**config.mk**
```make
export PLATFORM = sky130hd
export DESIGN_NAME = xor_and_pipe
export DESIGN_NICKNAME = d
export VERILOG_FILES = /design/src/rtl/xor_and_pipe.sv
export SDC_FILE = /design/constraint.sdc
export NUM_CORES = 1
export LEC_CHECK = 0
export ABC_AREA = 1
export BUFFER_PORTS_ARGS = -buffer_cell sky130_fd_sc_hd__buf_2
export CORE_ASPECT_RATIO = 1.1
export CORE_MARGIN = 2
export CORE_UTILIZATION = 24
export CTS_CLUSTER_SIZE = 12
export DETAILED_ROUTE_END_ITERATION = 10
export HOLD_SLACK_MARGIN = 0.05
export SYNTH_ARGS = -nofsm -noshare
export SYNTH_HDL_FRONTEND = slang
export SYNTH_SLANG_ARGS = --single-unit
```
**constraint.sdc**
```tcl
create_clock -name clk_i -period 1.8 [get_ports clk_i]
set_input_delay 0.18 -clock clk_i [delete_from_list [all_inputs] [get_ports clk_i]]
set_output_delay 0.18 -clock clk_i [all_outputs]
set_load 0.01 [all_outputs]
```
**src/rtl/xor_and_pipe.sv**
```systemverilog
// Elastic pipeline computing (data ^ mask) & ctrl with valid/ready on both sides,
// a programmable mask register and a wrapping output-handshake counter.
module xor_and_pipe #(
    parameter int unsigned      WIDTH    = 8,
    parameter int unsigned      STAGES   = 2,
    parameter logic [WIDTH-1:0] MASK_RST = WIDTH'('hF0)
) (
    input  logic             clk_i,
    input  logic             rst_i,
    input  logic             mask_we_i,
    input  logic [WIDTH-1:0] mask_i,
    output logic [WIDTH-1:0] mask_o,
    input  logic [WIDTH-1:0] data_i,
    input  logic [WIDTH-1:0] ctrl_i,
    input  logic             valid_i,
    output logic             ready_o,
    output logic [WIDTH-1:0] result_o,
    output logic             valid_o,
    input  logic             ready_i,
    output logic [15:0]      count_o,
    output logic             busy_o
);

    localparam int unsigned CNT_W = 16;
    localparam int unsigned LAST  = STAGES - 1;

    logic [WIDTH-1:0]  mask_q;
    logic [WIDTH-1:0]  data_q [STAGES];
    logic [STAGES-1:0] v_q;
    logic [STAGES-1:0] v_d;
    logic [STAGES-1:0] adv;
    logic [CNT_W-1:0]  count_q;
    logic              busy_q;

    // A stage may advance unless it and every stage after it are full while
    // downstream stalls; depends only on valid bits and ready_i, never valid_i.
    always_comb begin : ready_chain
        logic all_full;
        adv      = '0;
        all_full = 1'b1;
        for (int i = 0; i < STAGES; i++) begin
            all_full        = all_full & v_q[LAST - i];
            adv[LAST - i]   = ready_i | ~all_full;
        end
    end

    always_comb begin : valid_next
        v_d = v_q;
        if (adv[0]) begin
            v_d[0] = valid_i;
        end
        for (int s = 1; s < STAGES; s++) begin
            if (adv[s]) begin
                v_d[s] = v_q[s-1];
            end
        end
    end

    // Mask is applied at acceptance; later stages only shift data forward.
    always_ff @(posedge clk_i or posedge rst_i) begin : stage_regs
        if (rst_i) begin
            v_q    <= '0;
            busy_q <= 1'b0;
            for (int s = 0; s < STAGES; s++) begin
                data_q[s] <= '0;
            end
        end else begin
            v_q    <= v_d;
            busy_q <= |v_d;
            if (adv[0] && valid_i) begin
                data_q[0] <= (data_i ^ mask_q) & ctrl_i;
            end
            for (int s = 1; s < STAGES; s++) begin
                if (adv[s] && v_q[s-1]) begin
                    data_q[s] <= data_q[s-1];
                end
            end
        end
    end

    always_ff @(posedge clk_i or posedge rst_i) begin : mask_reg
        if (rst_i) begin
            mask_q <= MASK_RST;
        end else if (mask_we_i) begin
            mask_q <= mask_i;
        end
    end

    always_ff @(posedge clk_i or posedge rst_i) begin : count_reg
        if (rst_i) begin
            count_q <= '0;
        end else if (v_q[LAST] && ready_i) begin
            count_q <= count_q + CNT_W'(1);
        end
    end

    assign ready_o  = adv[0];
    assign result_o = data_q[LAST];
    assign valid_o  = v_q[LAST];
    assign mask_o   = mask_q;
    assign count_o  = count_q;
    assign busy_o   = busy_q;

endmodule

```
Yosys cells after proc, flatten, opt, wreduce, memory -nomap -nowiden. Index checks and enable logic that the tools add are counted. W data, S select, Z words.

Shift-type cells: 0. Eq/ne operators: 0. Add/sub/neg operators: 1. Reduce and logical (&&, ||, !) cells: 4. Bitwise gates (word level): 7. Order comparisons: 0. Div/mod/pow operators: 0. Multipliers: 0. Mux-type cells: 2.

Operators with widths (number): $add A16 B1 Y16 const B (1); $and A8 B8 Y8 (1); $xor A8 B8 Y8 (1); $logic_and A1 B1 Y1 (3); $mux W1 (2); $not A1 Y1 (2); $or A1 B1 Y1 (2); $reduce_or A2 Y1 (1); $and A1 B1 Y1 (1).

Memories kept: 0. Bits in latches: 0. Bits of input ports: 29. Register bits: 43. Output and inout bits: 35. Memory bits (read-only): 0. RAM bits: 0. Word-level logic and storage cells: 20.

Logic depth before layout (Yosys ltp). Gate-level depths: netlist of run 1.

Depth in word-level cells: 5. Mapped depth: 8. Mapped depth without buffers: 8.

Worst setup path after synthesis of run 1. No wires, ideal clock.

Kind: register to register. Start: reg count_q[1], in the netlist count_o[1]. End: reg count_q[14], in the netlist count_o[14]. Stages on the path, launching flop included: 7. Path buffers: 0. Path slack: 0.548 ns. Clock period less this slack: 1.252 ns. Arrival time: 1.129 ns. Setup time: 0.123 ns. Data required time: 1.677 ns. Cell sequence: dfrtp_1 ha_1 nand3_1 nor2_4 nand2_2 o21ai_0 nand2_1.

Longest elaborated chain between the ends: 1.

RTL lines: start: declaration (line 32) `logic [CNT_W-1:0] count_q;`; start signal: assignment (line 93) `count_q <= count_q + CNT_W'(1);`; $add A16 B1 Y16 (line 93).

Every way passes these cells. A chain may end at the register's enable or synchronous reset.

Worst setup path after layout of run 1.
Start: reg v_q[1]. End: out ready_o.

Longest elaborated chain between the ends: 3.

RTL lines: start: declaration (line 29) `logic [STAGES-1:0] v_q;`; start signal: assignment (line 68) `v_q <= v_d;`; $and A1 B1 Y1 (line 42) `all_full = all_full & v_q[LAST - i];`; $not A1 Y1 (line 43) `adv[LAST - i] = ready_i | ~all_full;`; $or A1 B1 Y1 (line 43); end: declaration (line 16) `output logic ready_o,`.

Every way passes these cells.

==> flow_summary_export.csv, run 1 <==
group,metric,value,unit
power_and_ir_drop,power_switching,0.730,mW
power_and_ir_drop,total_power,2.62,mW
global_route,grtUsageTotal,0.101,
worst_hold_path,hp-start,"mask_i[6]",
clocking,cts_buffers,5,
synthesis,syn_nets,239,
global_route,busiest_layer,"met2",
drt,firstDrtPassIters,4,
worst_setup_path,crit_fanout,4,
clocking,cts_max_path_buffers,2,
clocking,cts_tree,"done",
drt,final_antenna_net_count,0,
timing,slew_headroom,0.674,
power_and_ir_drop,p_int,1.89,mW
synthesis,async_flop_share,1.00,
worst_setup_path,r2r_start,"count_o[0]$_DFFE_PP0P_",
global_route,grt_pass1_vias,1482,
worst_setup_path,worstSetupPathType,"register to output port",
timing,skew,0.00667,ns
synthesis,syn_area,0.00200,sq mm
floorplanning,num_rows,34,
synthesis,syn_area_per_cell,9.56,sq um
worst_hold_path,holdCritPathClass,"input pin to register",
timing,rsz0062_at_grt,"no",
power_and_ir_drop,powerDensity,1040,mW/mm^2
synthesis,synth_top_area_share,0.488,
global_route,grt_util_met1,0.136,
power_and_ir_drop,clkPwrFrac,0.340,
timing,fin_tns_setup,0,ns
drt,drt_wl_total,4200,um
timing,maxSlewViolCount,0,
final_layout,finish.utilization,0.315,
power_and_ir_drop,seqPwrFrac,0.470,
clocking,clock_sinks,43,
global_route,grt_pass1_wl,7150,um
global_route,overflow,0,
clocking,cts_setup_buffers,0,
place,dpl_worst_slack,0.477,ns
drt,viasPerCell,3.98,
worst_setup_path,cp.required,1.62,ns
floorplanning,core,0.00800,sq mm
drt,wl_per_cell,11.1,um
power_and_ir_drop,swShare,0.279,
timing,max_freq,728,MHz
worst_setup_path,crit_path_start,"v_q[1]$_DFF_PP0_",
global_route,grt_max_degree,25,
synthesis,synth_top_area_cell,"dfrtp_1",
clocking,h-tree-depth,2,
synthesis,yosys_register_bits,43,
global_route,grt_use_met3,0.0364,
drt,route.detailed.drc,0,
power_and_ir_drop,p_leak,1.31,nW
final_layout,fill_cells,870,
global_route,use_met2,0.148,
timing,fin_ws,0.426,ns
floorplanning,die_width,91,um
drt,vias,1513,
synthesis,synth_area_leaders,"dfrtp_1 (49%), nand2_1 (8.1%), dfstp_2 (5.3%), inv_1 (5.3%), o21ai_0 (4.5%)",
synthesis,synthFlopType,"dfrtp_1",
worst_setup_path,crit_arrival,1.19,ns
power_and_ir_drop,ir_drop,0.000393,V
clocking,cts_root_buffer,"clkbuf_8",
timing,min_period_over_period,0.763,
clocking,clk_pin_slew,0.09,ns
global_route,antenna_found_initial,0,
synthesis,postSynthCellCount,209,
synthesis,seq_area_frac_synth,0.541,
worst_setup_path,crit_path_start_kind,"register",
timing,fin_crit,1.37,ns
place,place.port_buffers,63,
timing,finalHoldViolCount,0,
place,place_hpwl,3220,um
timing,worst_pin_slew,0.488,ns
place,gp_congestion,0.826,
clocking,clk_latency,0.30,ns
run_status,outcome,"finished clean",
drt,drt-initial-drc-count,24,
final_layout,fin_nets,301,
floorplanning,ioPinCount,64,
power_and_ir_drop,comb_power_share,0.190,
final_layout,antennaDiodeCount,0,
floorplanning,start_util,0.250,
floorplanning,die_h,99.7,um
timing,setup_violations,0,
synthesis,synth_edf_count,0,
floorplanning,die_area,0.00907,sq mm
final_layout,drive_gt1_frac,0.375,
job,maxCapViolCount,0,
synthesis,yosys_warnings,0,
worst_setup_path,cp-end-kind,"output port",
synthesis,yosysUniqueCellTypes,21,
final_layout,syn2layout_area_growth,26.0,%
[placed cells by master (no fill, tap or decap)]
cell           instances
inv_2                  1
nand2_4                1
nand4_1                9
xor2_1                 8
nor2_1                10
nand2_2                3
nor2_4                 3
dfrtp_1               39
dlygate4sd3_1          1
clkbuf_1               1
bufinv_16              2
clkbuf_8               5
mux2_2                 8
ha_1                   1
dfstp_2                4
nand3_1                8
buf_4                  2
xnor2_1                4
nor2_2                 2
nor3_1                 1
nand2_1               43
o21ai_0               18
inv_1                 27
buf_2                 63
or2_2                  8
[repair_timing]
item	4_1_cts	5_1_grt
hold endpoints to repair	22	0
hold buffers	1	0
gates resized for setup	0	0
[synth_stat cells, types with 2 or more instances]
cell     instances
dfstp_2          4
buf_6            2
o21ai_0         18
nand3_1          8
nor2_1          10
nor2_4           3
or2_2            8
nand4_1          9
xnor2_1          4
buf_4            8
inv_1           28
nor2_2           2
nand2_2          3
nand2_1         43
xor2_1           8
mux2_2           8
dfrtp_1         39
[per-layer routing]
| metal | part of all wire | vias up |
|---|---|---|
| li1 | - | 780 |
| met1 | 0.46 | 669 |
| met2 | 0.42 | 58 |
| met3 | 0.10 | 6 |
| met4 | 0.017 | 0 |
| met5 | 0 | - |
[final cells by class]
type / instances / area (sq um) / area share
sequential: 43 / 1080 / 0.429
multi-input combinational: 127 / 724 / 0.288
timing repair buffer: 66 / 340 / 0.135
tap: 108 / 135 / 0.0537
inverter: 28 / 105 / 0.0417
clock buffer: 6 / 72.6 / 0.0288
clock inverter: 2 / 60.1 / 0.0238
[power by group through the flow]
stage / Sequential (mW) / Clock, mW / Combinational [mW]
global route: 1.25 / 0.966 / 0.558
finish: 1.23 / 0.891 / 0.497
floorplan: 1.27 / 0 / 0.312
detailed placement: 1.25 / 0 / 0.508
CTS: 1.23 / 0.918 / 0.512
global placement: 1.24 / 0 / 0.502
[per-stage QoR]
| step | cells | area, sq um | hold WS [ns] |
|---|---|---|---|
| floorplan | 209 | 2000 | 0.332 |
| global placement | 371 | 2380 | 0.246 |
| detailed placement | 371 | 2380 | 0.249 |
| CTS | 380 | 2520 | 0.101 |
| global route | 380 | 2520 | 0.103 |
| finish | 380 | 2520 | 0.107 |
[cell families (layout without fill, tap and decap cells)]
| kind of cell | Yosys count | after routing | share of synthesized area |
|---|---|---|---|
| simple gates | 88 | 88 | 0.214 |
| compound gates | 18 | 18 | 0.0451 |
| buf+inv | 39 | 102 | 0.0964 |
| xor+xnor | 12 | 12 | 0.0526 |
| flops | 43 | 43 | 0.541 |
| mux | 8 | 8 | 0.0451 |
| fa+ha+maj | 1 | 1 | 0.00626 |
[sequential cells by signal, summed over array words and instances, names as in the netlist]
signal and cells:
count_o 16, data_q 8, mask_o 8, result_o 8, v_q 2, busy_o 1
[worst max-delay path, stage by stage, from the launching register on]
cell and delay (ns):
dfrtp_1 0.42, nand2_2 0.10, nor2_2 0.15, inv_1 0.07, buf_2 0.15
[path summary, 6_finish.rpt]
check	endpoint	slack, ns	cells after the start
worst max-delay path	ready_o	0.43	4
worst min-delay path	mask_o[6]$_DFFE_PP1P_	0.11	2
min in group asynchronous	result_o[5]$_DFFE_PP0P_	0.45	3
max in group asynchronous	mask_o[4]$_DFFE_PP1P_	0.75	4
worst min register to register	result_o[3]$_DFFE_PP0P_	0.49	2
worst max register to register	count_o[14]$_DFFE_PP0P_	0.48	6
(Power assumes the default switching activity.)
==> run 2: changes to the inputs <==
--- a/config.mk
+++ b/config.mk
@@ -5,7 +5,7 @@
 export SDC_FILE = /design/constraint.sdc
 export NUM_CORES = 1
 export LEC_CHECK = 0
-export ABC_AREA = 1
+export ABC_AREA = 0
 export BUFFER_PORTS_ARGS = -buffer_cell sky130_fd_sc_hd__buf_2
 export CORE_ASPECT_RATIO = 1.1
 export CORE_MARGIN = 2
==> constraint.sdc (replaced) <==
create_clock -name clk_i -period 1.3 [get_ports clk_i]
set_input_delay 0.13 -clock clk_i [delete_from_list [all_inputs] [get_ports clk_i]]
set_output_delay 0.13 -clock clk_i [all_outputs]
set_load 0.01 [all_outputs]
==> flow_summary_export.csv, run 2 <==
group,metric,value,unit
final_layout,largest_register_ffs,16,
floorplanning,start_util,0.248,
timing,slew_headroom,0.750,
worst_setup_path,crit_fanout,3,
final_layout,fin_nets,268,
synthesis,postSynthCellCount,154,
clocking,h-tree-depth,2,
drt,drt-initial-drc-count,51,
synthesis,synth_most_common_cell,"dfrtp_1",
timing,setup_violations,6,
worst_setup_path,crit_arrival,1.62,ns
place,place_hpwl,3030,um
worst_setup_path,r2r-end,"count_o[12]$_DFFE_PP0P_",
clocking,cts_max_path_buffers,2,
drt,vias,1362,
drt,final_antenna_net_count,0,
power_and_ir_drop,powerDensity,1410,mW/mm^2
timing,fin_crit,1.41,ns
run_status,failed_checks,"negative setup slack",
synthesis,syn_nets,184,
synthesis,syn_area_per_cell,12.0,sq um
worst_setup_path,endpoint,"count_o[12]$_DFFE_PP0P_",
floorplanning,die_width,87.8,um
clocking,cts_root_buffer,"clkbuf_8",
final_layout,antennaDiodeCount,0,
global_route,antenna_found_initial,0,
job,maxCapViolCount,0,
clocking,cts_tree,"done",
synthesis,syn_area,0.00186,sq mm
final_layout,final_common_cell,"buf_2",
synthesis,ys_top_cells_by_count,"dfrtp_1 (39), nand2_1 (23), mux2_2 (17)",
timing,skew,0.00398,ns
final_layout,finish.utilization,0.345,
worst_setup_path,r2r_setup_slack,-0.11,ns
global_route,grt_pass1_wl,6220,um
timing,max_freq,711,MHz
worst_setup_path,cp-end-kind,"register",
timing,finalHoldViolCount,0,
worst_setup_path,cp.required,1.52,ns
timing,fin_tns_setup,-0.254,ns
worst_hold_path,holdCritPathClass,"input pin to register",
global_route,grt_max_degree,30,
synthesis,synth_area_leaders,"dfrtp_1 (53%), mux2_2 (10%), xor2_1 (6.1%), dfstp_2 (5.7%), xnor2_1 (4.7%)",
worst_setup_path,crit_path_start_kind,"register",
drt,firstDrtPassIters,3,
final_layout,syn2layout_area_growth,39.0,%
synthesis,synthFlopType,"dfrtp_1",
synthesis,yosys_register_bits,43,
synthesis,yosysUniqueCellTypes,25,
power_and_ir_drop,p_leak,1.32,nW
timing,maxSlewViolCount,0,
clocking,clk_pin_slew,0.08,ns
floorplanning,core,0.00747,sq mm
synthesis,seq_area_frac_synth,0.583,
worst_setup_path,r2r_start,"count_o[1]$_DFFE_PP0P_",
worst_setup_path,worstSetupPathType,"register to register",
place,place.port_buffers,63,
synthesis,synth_top_area_cell,"dfrtp_1",
global_route,grtUsageTotal,0.0977,
floorplanning,ioPinCount,64,
place,gp_congestion,0.784,
drt,drt_wl_total,3960,um
clocking,clk_latency,0.29,ns
timing,rsz0062_at_grt,"yes",
timing,fin_ws,-0.107,ns
final_layout,final_cell_mix,"buf_2 (62), dfrtp_1 (38), buf_4 (23), nand2_1 (21), xor2_1 (13)",
run_status,outcome,"finished with violations",
power_and_ir_drop,ir_drop,0.000439,V
synthesis,synth_top_area_share,0.526,
global_route,overflow,0,
worst_setup_path,r2r_cells,5,
floorplanning,die_area,0.00845,sq mm
drt,route.detailed.drc,0,
final_layout,drive_gt1_frac,0.527,
worst_setup_path,crit_path_start,"count_o[1]$_DFFE_PP0P_",
global_route,grt_pass1_vias,1319,
synthesis,synth_edf_count,0,
drt,viasPerCell,3.96,
clocking,cts_buffers,5,
floorplanning,die_h,96.2,um
timing,min_period_over_period,1.08,
synthesis,yosys_warnings,0,
drt,wl_per_cell,11.5,um
floorplanning,num_rows,33,
timing,worst_pin_slew,0.375,ns
synthesis,async_flop_share,1.00,
clocking,clock_sinks,43,
final_layout,fill_cells,777,
run 2: cell types whose count changed after synthesis, sizes merged, moves of 3 or more:
| cell | before | now |
|---|---|---|
| nor2 | 15 | 3 |
| nand3 | 8 | 5 |
| nand2 | 47 | 23 |
| xnor2 | 4 | 10 |
| xor2 | 8 | 13 |
| inv | 28 | 4 |
| and4 | 0 | 3 |
| o21ai | 18 | 8 |
| buf | 11 | 8 |
| or2 | 8 | 1 |
| mux2 | 8 | 17 |
| nand4 | 9 | 3 |
run 2: kinds of logic (layout without fill, tap and decap cells):
| group | Yosys count | count (layout) | synth area share |
|---|---|---|---|
| AOI/OAI and AO/OA | 8 | 8 | 0.0216 |
| adders and majority gates | 1 | 1 | 0.00674 |
| and+or+nand+nor | 48 | 48 | 0.133 |
| xor gates and xnor gates | 23 | 23 | 0.109 |
| muxes | 17 | 17 | 0.103 |
| buffers and inverters | 14 | 99 | 0.0445 |
| DFF | 43 | 43 | 0.583 |
run 2: layout make-up:
type,count,area (sq um),share of cell area
clock buffer,6,72.6,0.0281
clock inverter,2,12.5,0.00485
inverter,4,15.0,0.00582
multi-input combinational,97,762,0.295
sequential,43,1080,0.419
tap,105,131,0.0509
timing repair buffer,87,504,0.195
run 2: metal layers:
layer	up-vias	GRT usage	routed length [um]
met3	4	0.0326	241
met5	-	0	0
met2	32	0.152	1890
met1	650	0.125	1780
li1	676	-	-
met4	0	0.0385	58
run 2: critical path: stages (launching register included):
cell     delay [ns]
dfrtp_1        0.36
ha_2           0.17
nand3_2        0.06
or3_4          0.41
nor3_4         0.18
xor2_1         0.15
run 2: timing repair:
item	CTS	global route
hold endpoints to repair	39	0
setup endpoints to repair	13	25
setup buffers	3	1
hold buffers	1	0
gates resized for setup	5	10
pin swaps	3	3
run 2: how the worst min path moves through the flow:
stage | slack [ns] | startpoint | cells past startpoint | endpoint
after floorplan | 0.24 | valid_i | 1 | v_q[0]$_DFF_PP0_
after detailed placement | 0.15 | rst_i | 3 | count_o[15]$_DFFE_PP0P_
after global routing | 0.05 | mask_i[4] | 2 | mask_o[4]$_DFFE_PP1P_
after global placement | 0.16 | rst_i | 3 | count_o[15]$_DFFE_PP0P_
final | 0.07 | mask_i[5] | 2 | mask_o[5]$_DFFE_PP1P_
after CTS | 0.06 | valid_i | 2 | busy_o$_DFF_PP0_
run 2: power breakdown:
group / switching (mW) / internal, mW / total (mW)
registers: 0.135 / 1.57 / 1.70
clock network: 0.444 / 0.375 / 0.819
logic: 0.488 / 0.624 / 1.11
run 2: metrics by stage:
| step | instances | worst slack [ns] | hold WS, ns | area (sq um) | total power, mW |
|---|---|---|---|---|---|
| 2_1_floorplan | 154 | -0.174 | 0.238 | 1870 | 2.27 |
| 3_3_place_gp | 331 | -0.0526 | 0.157 | 2390 | 2.69 |
| 3_5_place_dp | 331 | -0.107 | 0.151 | 2390 | 2.70 |
| 4_1_cts | 343 | -0.120 | 0.0563 | 2540 | 3.65 |
| 5_1_grt | 344 | -0.157 | 0.0526 | 2580 | 3.88 |
| 6_report | 344 | -0.107 | 0.0695 | 2580 | 3.63 |
==> run 3: changes to the inputs <==
--- a/config.mk
+++ b/config.mk
@@ -7,12 +7,16 @@
 export LEC_CHECK = 0
 export ABC_AREA = 0
 export BUFFER_PORTS_ARGS = -buffer_cell sky130_fd_sc_hd__buf_2
+export CELL_PAD_IN_SITES_DETAIL_PLACEMENT = 1
+export CELL_PAD_IN_SITES_GLOBAL_PLACEMENT = 2
 export CORE_ASPECT_RATIO = 1.1
 export CORE_MARGIN = 2
 export CORE_UTILIZATION = 24
 export CTS_CLUSTER_SIZE = 12
 export DETAILED_ROUTE_END_ITERATION = 10
+export GPL_ROUTABILITY_DRIVEN = 0
 export HOLD_SLACK_MARGIN = 0.05
+export PLACE_DENSITY_LB_ADDON = 0.1
 export SYNTH_ARGS = -nofsm -noshare
 export SYNTH_HDL_FRONTEND = slang
 export SYNTH_SLANG_ARGS = --single-unit
==> constraint.sdc (replaced) <==
create_clock -name clk_i -period 1.2 [get_ports clk_i]
set_input_delay 0.12 -clock clk_i [delete_from_list [all_inputs] [get_ports clk_i]]
set_output_delay 0.12 -clock clk_i [all_outputs]
set_load 0.01 [all_outputs]
==> flow_summary_export.csv, run 3 (synthesis results as in run 2) <==
group,metric,value,unit
run_status,outcome,"finished with violations",
timing,finalHoldViolCount,0,
global_route,antenna_found_initial,0,
clocking,cts_root_buffer,"clkbuf_8",
power_and_ir_drop,powerDensity,1500,mW/mm^2
timing,fin_crit,1.41,ns
drt,route.detailed.drc,0,
timing,fin_tns_setup,-2.33,ns
place,place.port_buffers,63,
timing,rsz0062_at_grt,"yes",
timing,maxSlewViolCount,0,
drt,final_antenna_net_count,0,
drt,firstDrtPassIters,4,
final_layout,fin_nets,270,
worst_setup_path,slowest_delay,0.39,ns
place,dpl_worst_slack,-0.218,ns
global_route,grt_max_degree,23,
timing,worst_pin_slew,0.416,ns
clocking,cts_tree,"done",
worst_setup_path,cp.required,1.42,ns
final_layout,fill_cells,846,
worst_setup_path,crit_path_top_delay_cell,"or3_4",
global_route,grt_pass1_vias,1544,
clocking,clk_pin_slew,0.08,ns
final_layout,final_cell_mix,"buf_2 (62), dfrtp_1 (36), buf_4 (20), nand2_1 (17), xor2_1 (13)",
drt,drt_wl_total,4480,um
power_and_ir_drop,seqPwrFrac,0.473,
final_layout,final_common_cell,"buf_2",
floorplanning,num_rows,33,
power_and_ir_drop,p_leak,1.32,nW
worst_setup_path,cp_num_buf_inv,0,
drt,drt-initial-drc-count,27,
global_route,grt_pass1_wl,7360,um
power_and_ir_drop,swShare,0.298,
timing,max_freq,708,MHz
run_status,failed_checks,"negative setup slack",
timing,fin_ws,-0.213,ns
final_layout,drive_gt1_frac,0.556,
worst_setup_path,crit_fanout,3,
floorplanning,die_width,87.8,um
timing,min_period_over_period,1.18,
clocking,cts_buffers,5,
global_route,overflow,0,
worst_setup_path,worstSetupPathType,"register to register",
clocking,cts_max_path_buffers,2,
clocking,clock_sinks,43,
power_and_ir_drop,p_int,2.79,mW
worst_hold_path,holdCritPathClass,"input pin to register",
timing,skew,0.0101,ns
final_layout,finish.utilization,0.355,
global_route,grtUsageTotal,0.114,
drt,vias,1405,
clocking,clk_latency,0.29,ns
worst_setup_path,crit_path_start_kind,"register",
floorplanning,core,0.00747,sq mm
power_and_ir_drop,comb_power_share,0.304,
final_layout,syn2layout_area_growth,43.1,%
job,maxCapViolCount,0,
place,place_hpwl,3470,um
floorplanning,die_h,96.2,um
clocking,h-tree-depth,2,
timing,setup_violations,19,
power_and_ir_drop,clkPwrFrac,0.224,
floorplanning,ioPinCount,64,
worst_setup_path,cp_cell_sequence,"ha_1 > nand3_2 > or3_4 > nor3_2 > xor2_1",
final_layout,antennaDiodeCount,0,
drt,viasPerCell,4.06,
final_layout,largest_register_ffs,16,
worst_setup_path,cp-end-kind,"register",
floorplanning,start_util,0.248,
worst_setup_path,crit_arrival,1.63,ns
drt,wl_per_cell,13.0,um
power_and_ir_drop,ir_drop,0.000477,V
timing,slew_headroom,0.722,
worst_setup_path,path_delay_family,"simple AND/OR/NAND/NOR gates",
floorplanning,die_area,0.00845,sq mm
power_and_ir_drop,power_switching,1.19,mW
[run 3: cell types whose count changed in the layout (fill, tap and decap cells not counted), moves of 3 or more]
| cell | delta |
|---|---|
| buf_4 | -3 |
| nand2_1 | -4 |
| nand2_2 | +4 |
| o21ai_0 | -5 |
| o21ai_1 | +5 |
[run 3: area by class of cell]
type,instances,area (sq um),area share
repair buffers,89,554,0.209
multi-input cells,97,790,0.297
flip-flops and latches,43,1080,0.409
inverters,4,15.0,0.00566
well taps,105,131,0.0495
clock buffers,8,80.1,0.0302
[run 3: power by group through the flow]
| stage | Clock, mW | Sequential (mW) | Combinational, mW |
|---|---|---|---|
| final | 0.890 | 1.88 | 1.21 |
| after global routing | 0.997 | 1.92 | 1.33 |
| after CTS | 0.943 | 1.88 | 1.19 |
| after detailed placement | 0 | 1.90 | 1.16 |
| after global placement | 0 | 1.89 | 1.13 |
| after floorplan | 0 | 1.96 | 0.540 |
[run 3: final timing paths]
kind,startpoint,to,slack [ns],cells after the start
worst min register to register,count_o[15]$_DFFE_PP0P_,count_o[15]$_DFFE_PP0P_,0.46,1
max in group asynchronous,rst_i,count_o[6]$_DFFE_PP0P_,0.36,4
worst max-delay path,count_o[1]$_DFFE_PP0P_,count_o[12]$_DFFE_PP0P_,-0.21,5
min in group asynchronous,rst_i,result_o[6]$_DFFE_PP0P_,0.38,3
worst min-delay path,ctrl_i[5],data_q[13]$_DFFE_PP0P_,0.06,3
worst max register to register,count_o[1]$_DFFE_PP0P_,count_o[12]$_DFFE_PP0P_,-0.21,5
[run 3: repair_timing]
item,4_1_cts,5_1_grt
pin swaps,1,2
endpoints found under the setup margin,17,20
gates resized for setup,5,16
gates cloned,0,0
setup buffers,1,2
hold buffers,2,0
endpoints found under the hold margin,14,0
[run 3: worst register-to-register path: cells and delay by family (launching register included)]
family | cells | cell delay [ns]
and+or+nand+nor | 3 | 0.64
DFF | 1 | 0.38
adders and majority gates | 1 | 0.17
xor gates and xnor gates | 1 | 0.16
[run 3: through the flow]
stage          instance area (sq um)  hold WS (ns)  power [mW]  std cells
6_report                        2660        0.0581        3.98        346
5_1_grt                         2660        0.0582        4.25        346
3_3_place_gp                    2470         0.144        3.01        333
4_1_cts                         2600        0.0531        4.00        344
2_1_floorplan                   1910         0.228        2.50        154
3_5_place_dp                    2470         0.143        3.05        333
[run 3: layer usage]
metal	track usage	wire length [um]	vias up
met5	0	0	-
met4	0.0346	48	0
met3	0.0300	216	4
met2	0.200	2280	44
met1	0.137	1940	684
li1	-	-	673
